### src/rtl/hxmpp_request_sequencer_pkg.sv
// Shared types and default sizing for the HXMPP request sequencer.
// Widths and credit depth follow the hxmpp core they front.
package hxmpp_pkg;

   localparam int ROWINDEXBITS_HCM    = 8;
   localparam int HITINFOBITS         = 8;
   localparam int QUEUESIZE           = 4;

   localparam int SSID_W_DEF          = ROWINDEXBITS_HCM;
   localparam int HITINFO_W_DEF       = HITINFOBITS;
   localparam int DRAIN_CYCLES_DEF    = 6;
   localparam int MAX_OUTSTANDING_DEF = QUEUESIZE;

   typedef enum logic [2:0] {
      ST_IDLE  = 3'd0,
      ST_WRITE = 3'd1,
      ST_DRAIN = 3'd2,
      ST_READ  = 3'd3,
      ST_WAIT  = 3'd4
   } seq_state_t;

   // Bits needed to hold the values 0..n inclusive.
   function automatic int cnt_w(input int n);
      return (n < 2) ? 1 : $clog2(n + 1);
   endfunction

endpackage

### src/rtl/hxmpp_request_sequencer_seq_fifo.sv
// Small synchronous FIFO carrying a data word plus a last flag per entry.
// Show-ahead read port: pop_data/pop_last reflect the head entry.
module seq_fifo #(
   parameter int WIDTH = 8,
   parameter int DEPTH = 4
) (
   input  logic                     clk,
   input  logic                     reset,
   input  logic                     push,
   input  logic [WIDTH-1:0]         push_data,
   input  logic                     push_last,
   input  logic                     pop,
   output logic [WIDTH-1:0]         pop_data,
   output logic                     pop_last,
   output logic                     full,
   output logic                     empty,
   output logic [$clog2(DEPTH):0]   count
);

   localparam int AW = $clog2(DEPTH);
   localparam logic [AW:0] FULL_CNT = (AW + 1)'(DEPTH);

   logic [WIDTH:0]  mem [DEPTH];
   logic [AW-1:0]   wr_ptr;
   logic [AW-1:0]   rd_ptr;
   logic            do_push;
   logic            do_pop;

   assign full    = (count == FULL_CNT);
   assign empty   = (count == '0);
   assign do_push = push && !full;
   assign do_pop  = pop && !empty;

   assign pop_data = mem[rd_ptr][WIDTH-1:0];
   assign pop_last = mem[rd_ptr][WIDTH];

   always_ff @(posedge clk) begin
      if (do_push) begin
         mem[wr_ptr] <= {push_last, push_data};
      end
   end

   // Pointers are exactly AW bits wide, so they wrap modulo DEPTH on their own.
   always_ff @(posedge clk or posedge reset) begin
      if (reset) begin
         wr_ptr <= '0;
         rd_ptr <= '0;
         count  <= '0;
      end else begin
         if (do_push) begin
            wr_ptr <= wr_ptr + AW'(1);
         end
         if (do_pop) begin
            rd_ptr <= rd_ptr + AW'(1);
         end
         unique case ({do_push, do_pop})
            2'b10:   count <= count + (AW + 1)'(1);
            2'b01:   count <= count - (AW + 1)'(1);
            default: count <= count;
         endcase
      end
   end

endmodule

### src/rtl/hxmpp_request_sequencer.sv
// Front end of the HXMPP memory stack: buffers hits and read requests and
// issues them to hxmpp as write-all, drain, then credit-throttled reads.
//
// state    | meaning
// ---------+-----------------------------------------------------------
// ST_IDLE  | no event in flight; waiting for a buffered hit
// ST_WRITE | popping hits and issuing writes until the last hit
// ST_DRAIN | fixed gap so the HNM->HCM->HIM pipeline settles
// ST_READ  | popping read requests while credits remain
// ST_WAIT  | all reads issued; waiting for every readFinished
module hxmpp_request_sequencer
   import hxmpp_pkg::*;
#(
   parameter int SSID_W          = SSID_W_DEF,
   parameter int HITINFO_W       = HITINFO_W_DEF,
   parameter int HIT_FIFO_DEPTH  = 8,
   parameter int RD_FIFO_DEPTH   = 4,
   parameter int DRAIN_CYCLES    = DRAIN_CYCLES_DEF,
   parameter int MAX_OUTSTANDING = MAX_OUTSTANDING_DEF
) (
   input  logic                 clk,
   input  logic                 reset,
   input  logic                 hit_valid,
   output logic                 hit_ready,
   input  logic [SSID_W-1:0]    hit_ssid,
   input  logic [HITINFO_W-1:0] hit_info,
   input  logic                 hit_last,
   input  logic                 rd_valid,
   output logic                 rd_ready,
   input  logic [SSID_W-1:0]    rd_ssid,
   input  logic                 rd_last,
   output logic                 write,
   output logic [SSID_W-1:0]    writeSSID,
   output logic [HITINFO_W-1:0] writeHitInfo,
   output logic                 read,
   output logic [SSID_W-1:0]    readSSID,
   input  logic                 readFinished,
   output logic                 event_done,
   output logic                 busy,
   output logic                 credit_err
);

   localparam int HW = SSID_W + HITINFO_W;
   localparam int DW = cnt_w(DRAIN_CYCLES);
   localparam int OW = cnt_w(MAX_OUTSTANDING);

   seq_state_t                      state;
   logic [DW-1:0]                   drain_cnt;
   logic [OW-1:0]                   outstanding;

   logic [HW-1:0]                   hit_head;
   logic                            hit_head_last;
   logic                            hit_full;
   logic                            hit_empty;
   logic [$clog2(HIT_FIFO_DEPTH):0] hit_count;
   logic                            hit_pop;

   logic [SSID_W-1:0]               rd_head;
   logic                            rd_head_last;
   logic                            rd_full;
   logic                            rd_empty;
   logic [$clog2(RD_FIFO_DEPTH):0]  rd_count;
   logic                            rd_pop;

   logic                            fin_ok;

   seq_fifo #(
      .WIDTH (HW),
      .DEPTH (HIT_FIFO_DEPTH)
   ) u_hit_fifo (
      .clk       (clk),
      .reset     (reset),
      .push      (hit_valid),
      .push_data ({hit_ssid, hit_info}),
      .push_last (hit_last),
      .pop       (hit_pop),
      .pop_data  (hit_head),
      .pop_last  (hit_head_last),
      .full      (hit_full),
      .empty     (hit_empty),
      .count     (hit_count)
   );

   seq_fifo #(
      .WIDTH (SSID_W),
      .DEPTH (RD_FIFO_DEPTH)
   ) u_rd_fifo (
      .clk       (clk),
      .reset     (reset),
      .push      (rd_valid),
      .push_data (rd_ssid),
      .push_last (rd_last),
      .pop       (rd_pop),
      .pop_data  (rd_head),
      .pop_last  (rd_head_last),
      .full      (rd_full),
      .empty     (rd_empty),
      .count     (rd_count)
   );

   assign hit_ready = !hit_full;
   assign rd_ready  = !rd_full;
   assign busy      = (state != ST_IDLE);

   assign hit_pop = (state == ST_WRITE) && !hit_empty;
   assign rd_pop  = (state == ST_READ) && !rd_empty
                    && (outstanding < OW'(MAX_OUTSTANDING));
   assign fin_ok  = readFinished && (outstanding != '0);

   always_ff @(posedge clk or posedge reset) begin
      if (reset) begin
         state        <= ST_IDLE;
         drain_cnt    <= '0;
         write        <= 1'b0;
         writeSSID    <= '0;
         writeHitInfo <= '0;
         read         <= 1'b0;
         readSSID     <= '0;
         event_done   <= 1'b0;
      end else begin
         write      <= 1'b0;
         read       <= 1'b0;
         event_done <= 1'b0;
         unique case (state)
            ST_IDLE: begin
               if (!hit_empty) begin
                  state <= ST_WRITE;
               end
            end
            ST_WRITE: begin
               if (hit_pop) begin
                  write        <= 1'b1;
                  writeSSID    <= hit_head[HW-1:HITINFO_W];
                  writeHitInfo <= hit_head[HITINFO_W-1:0];
                  if (hit_head_last) begin
                     state     <= ST_DRAIN;
                     drain_cnt <= DW'(DRAIN_CYCLES);
                  end
               end
            end
            // Leaving on the 1->0 step puts the first read strobe
            // DRAIN_CYCLES+1 cycles after the last write strobe.
            ST_DRAIN: begin
               if (drain_cnt != '0) begin
                  drain_cnt <= drain_cnt - DW'(1);
               end
               if (drain_cnt <= DW'(1)) begin
                  state <= ST_READ;
               end
            end
            ST_READ: begin
               if (rd_pop) begin
                  read     <= 1'b1;
                  readSSID <= rd_head;
                  if (rd_head_last) begin
                     state <= ST_WAIT;
                  end
               end
            end
            ST_WAIT: begin
               if (outstanding == '0) begin
                  event_done <= 1'b1;
                  state      <= ST_IDLE;
               end
            end
            default: state <= ST_IDLE;
         endcase
      end
   end

   // A stray readFinished never takes a credit it was not given.
   always_ff @(posedge clk or posedge reset) begin
      if (reset) begin
         outstanding <= '0;
         credit_err  <= 1'b0;
      end else begin
         if (rd_pop && !fin_ok) begin
            outstanding <= outstanding + OW'(1);
         end else if (!rd_pop && fin_ok) begin
            outstanding <= outstanding - OW'(1);
         end
         if (readFinished && (outstanding == '0)) begin
            credit_err <= 1'b1;
         end
      end
   end

   hit_count_consistent: assert property (@(posedge clk) disable iff (reset)
      ((hit_count == '0) == hit_empty));
   rd_count_consistent: assert property (@(posedge clk) disable iff (reset)
      ((rd_count == '0) == rd_empty));

endmodule

### config.mk
export PLATFORM = sky130hd
export DESIGN_NAME = hxmpp_request_sequencer
export DESIGN_NICKNAME = d
export VERILOG_FILES = /design/src/rtl/hxmpp_request_sequencer_pkg.sv /design/src/rtl/hxmpp_request_sequencer_seq_fifo.sv /design/src/rtl/hxmpp_request_sequencer.sv
export SDC_FILE = /design/constraint.sdc
export NUM_CORES = 1
export LEC_CHECK = 0
export ABC_AREA = 1
export ABC_CLOCK_PERIOD_IN_PS = 2660
export CORE_MARGIN = 3
export CORE_UTILIZATION = 47
export DETAILED_ROUTE_END_ITERATION = 6
export GPL_ROUTABILITY_DRIVEN = 1
export PLACE_DENSITY = 0.74
export SKIP_LAST_GASP = 1
export SLEW_MARGIN = 40
export SYNTH_ARGS = -nofsm -noshare
export SYNTH_HDL_FRONTEND = slang
export SYNTH_SLANG_ARGS = --single-unit
### constraint.sdc
create_clock -name clk -period 2.66 [get_ports clk]
set_input_delay 0.399 -clock clk [delete_from_list [all_inputs] [get_ports clk]]
set_output_delay 0.399 -clock clk [all_outputs]
set_load 0.01 [all_outputs]
==> results.md <==
* Final setup skew at 0.0259 ns
* Final worst setup slack at 0.491 ns
* Vias in the first global route at 5795
* Syn-to-layout area delta at 20.5%
* Syn Area/Cell at 12.1 um2
* CTS tree: yes
* Most frequent CP cell: inv_1
* Power Total at 0.0127 W
* Tmin final at 2.17 ns
* Gr ovfl total at 0
* Tightest Pin Transition at 0.688 ns
* Initial DRC count at 406
* CTS Buf Count at 24
* Post-synthesis sequential area ratio at 0.716
* Nets at 885
* Die H at 145 um
* Core ar. at 18800 um2
* # H-tree levels at 1
* Routability cong. at 0.795
* Gr busiest metal: met2
* CP Class: reg -> out
* RSZ-0062 raised after global routing: no
* CP startpoint kind: flip-flop
* Fill count at 1489
* Root Buffer: clkbuf_16
* Post-CTS setup buffers at 0
* Synthesized Nets at 796
* Worst ir drop on vdd at 0.691 mV
* Crit-path leading delay family: buffers and inverters
* Die Area at 21100 um2
* Worst hold path type: in -> async
* F_max at 0.461 GHz
* Routed via count at 5852
* Yosys warns at 0
* Post-placement setup slack at 0.441 ns
* Synth area leader: edfxtp_1
* Clock buffer depth at 3
* Critical Path, Cell by Cell: inv_1 > nand2_1 > nor2_1 > inv_1 > clkdlybuf4s50_1
* Initial Util at 0.483
* Flops & latches, synth at 226
* Pin count of the biggest net entering global routing at 71
* Number of vias per cell at 5.24
* Largest stage delay, worst path at 0.48 ns
* WP data required at 2.26 ns
* Outcome: finished clean
* Drt total wl at 18.4 mm
* Slew Viols, Final at 0
* Drt pass-1 iters at 4
* Die X at 145 um
* Initial antenna violation count at 0
* Largest cells by area after synthesis: edfxtp_1, dfrtp_1, nor2_1, o21ai_0, nand2_1
* Final ANT Viol Nets at 0
* Post-CTS Resized at 0
* Synth top area share at 0.568
* Setup crit end kind: output port
* GR Layer Usage met2 at 0.292
* Max_slew headroom at 0.541
* Cell variety after synth at 33
* Port bufs at 61
* Clk Latency, worst-skew pair at 0.52 ns
* GR Util met1 at 0.236
* Cell Area, Synth at 9100 um2
* Max-cap viol count at 0
* Final Core Density at 0.582
* Layout cells sized above 1 at 0.105
* Crit path arrival time at 1.77 ns
* GRT Overall Usage at 0.173
* Hold-fix buffers, CTS at 0
* DRC at 0
* Hold Slack at 0.257 ns
* Setup TNS Final at 0 ns
* First-pass GRT wire length at 29.8 mm
* Wire per inst at 16.5 um
* CTS sink cnt at 226
* Dpl hpwl at 11.5 mm
* IO Count at 62
* Reg clk slew, reported paths at 0.06 ns
* Slowest stage cell, crit path: clkdlybuf4s50_1
* Final count of hold timing violations at 0
* Leakage at 4.12 nW
* Site Rows at 50
* Met3 usage at 0.0297
* Post-Syn Instances at 749
* ANT cells at 0
* Power per cell area at 1150 nW/um2
* Crit-path max FO at 4
* CP Buf/Inv Count at 3
* Setup violations, final at 0
* Fin crit share at 0.815
[synthesized netlist by cell type (all sizes together)]
cell,number
a21oi,7
a31o,1
buf,18
clkbuf,15
clkinv,1
dfrtp,54
edfxtp,172
fa,2
ha,14
inv,38
mux2,1
nand2,99
nand3,17
nand3b,1
nand4,4
nor2,131
nor3,1
nor4,1
o21ai,115
o21bai,1
o22ai,32
o32ai,8
or2,2
xnor2,6
xor2,8
[metal layers]
layer | vias to the layer above | wire length (um)
met5 | - | 0
met4 | 0 | 393
met3 | 33 | 1010
met2 | 162 | 8860
met1 | 2839 | 8110
li1 | 2818 | -
[final cells by class]
class,count,area [um2],share of cell area
Clock inverter,12,123,0.0112
Clock buffer,32,692,0.0631
Tap cell,260,325,0.0297
Inverter,39,146,0.0134
Sequential cell,226,6520,0.594
Multi-Input combinational cell,451,2270,0.207
Timing Repair Buffer,96,886,0.0808
[report_power, final]
| group | internal (W) | switching (W) | leakage (nW) |
|---|---|---|---|
| combinational | 0.00164 | 0.00262 | 1.49 |
| clock | 0.00202 | 0.00131 | 0.406 |
| sequential | 0.00466 | 0.000413 | 2.22 |
| total | 0.00832 | 0.00434 | 4.12 |
[sequential cells by signal, summed over array words and instances, names as in the netlist, 2 cells and up]
register / flops
u_hit_fifo.wr_ptr: 3
u_rd_fifo.wr_ptr: 2
readSSID: 8
u_hit_fifo.count: 4
state: 3
outstanding: 3
u_rd_fifo.mem: 36
u_hit_fifo.mem: 136
u_hit_fifo.rd_ptr: 3
drain_cnt: 3
u_rd_fifo.rd_ptr: 2
writeHitInfo: 8
u_rd_fifo.count: 3
writeSSID: 8
[per-stage QoR]
step                cell area (um2)  std cells
finish                        11000       1116
global route                  11000       1116
floorplan                      9100        749
CTS                           11000       1116
global placement              10100       1072
detailed placement            10100       1072
[worst paths after layout]
path | cells past startpoint | start | slack (ns) | end
max | 5 | state[2] | 0.49 | busy
min | 2 | reset | 0.26 | writeHitInfo[1]
max reg2reg | 10 | u_hit_fifo.count[1] | 0.66 | u_hit_fifo.count[3]
min reg2reg | 1 | credit_err | 0.47 | credit_err
max in group asynchronous | 3 | reset | 1.84 | u_hit_fifo.rd_ptr[0]
min in group clk | 1 | credit_err | 0.47 | credit_err
[cell families after synthesis]
logic type | Yosys count | synth area share
and+or+nand+nor | 256 | 0.113
DFF | 226 | 0.716
AOI/OAI and AO/OA | 164 | 0.0986
buffers and inverters | 72 | 0.0337
adders and majority gates | 16 | 0.0237
xor gates and xnor gates | 14 | 0.0135
muxes | 1 | 0.00124
[cell usage in the layout, fill, tap and decap left out, types with 2 or more instances in the layout]
master / instances
edfxtp_1: 172
nor2_1: 128
nand2_1: 97
o21ai_0: 90
clkdlybuf4s50_1: 61
dfrtp_1: 53
buf_4: 34
inv_1: 33
o22ai_1: 32
o21ai_1: 25
clkbuf_16: 25
nand3_1: 16
ha_1: 14
xor2_1: 8
o32ai_1: 8
a21oi_1: 7
xnor2_1: 6
clkinv_2: 6
inv_2: 5
nand4_1: 4
clkbuf_8: 4
clkinv_1: 3
clkbuf_1: 3
nor2_2: 2
or2_2: 2
nand2_2: 2
fa_1: 2
bufinv_16: 2
Power figures use the tool's default switching activity.
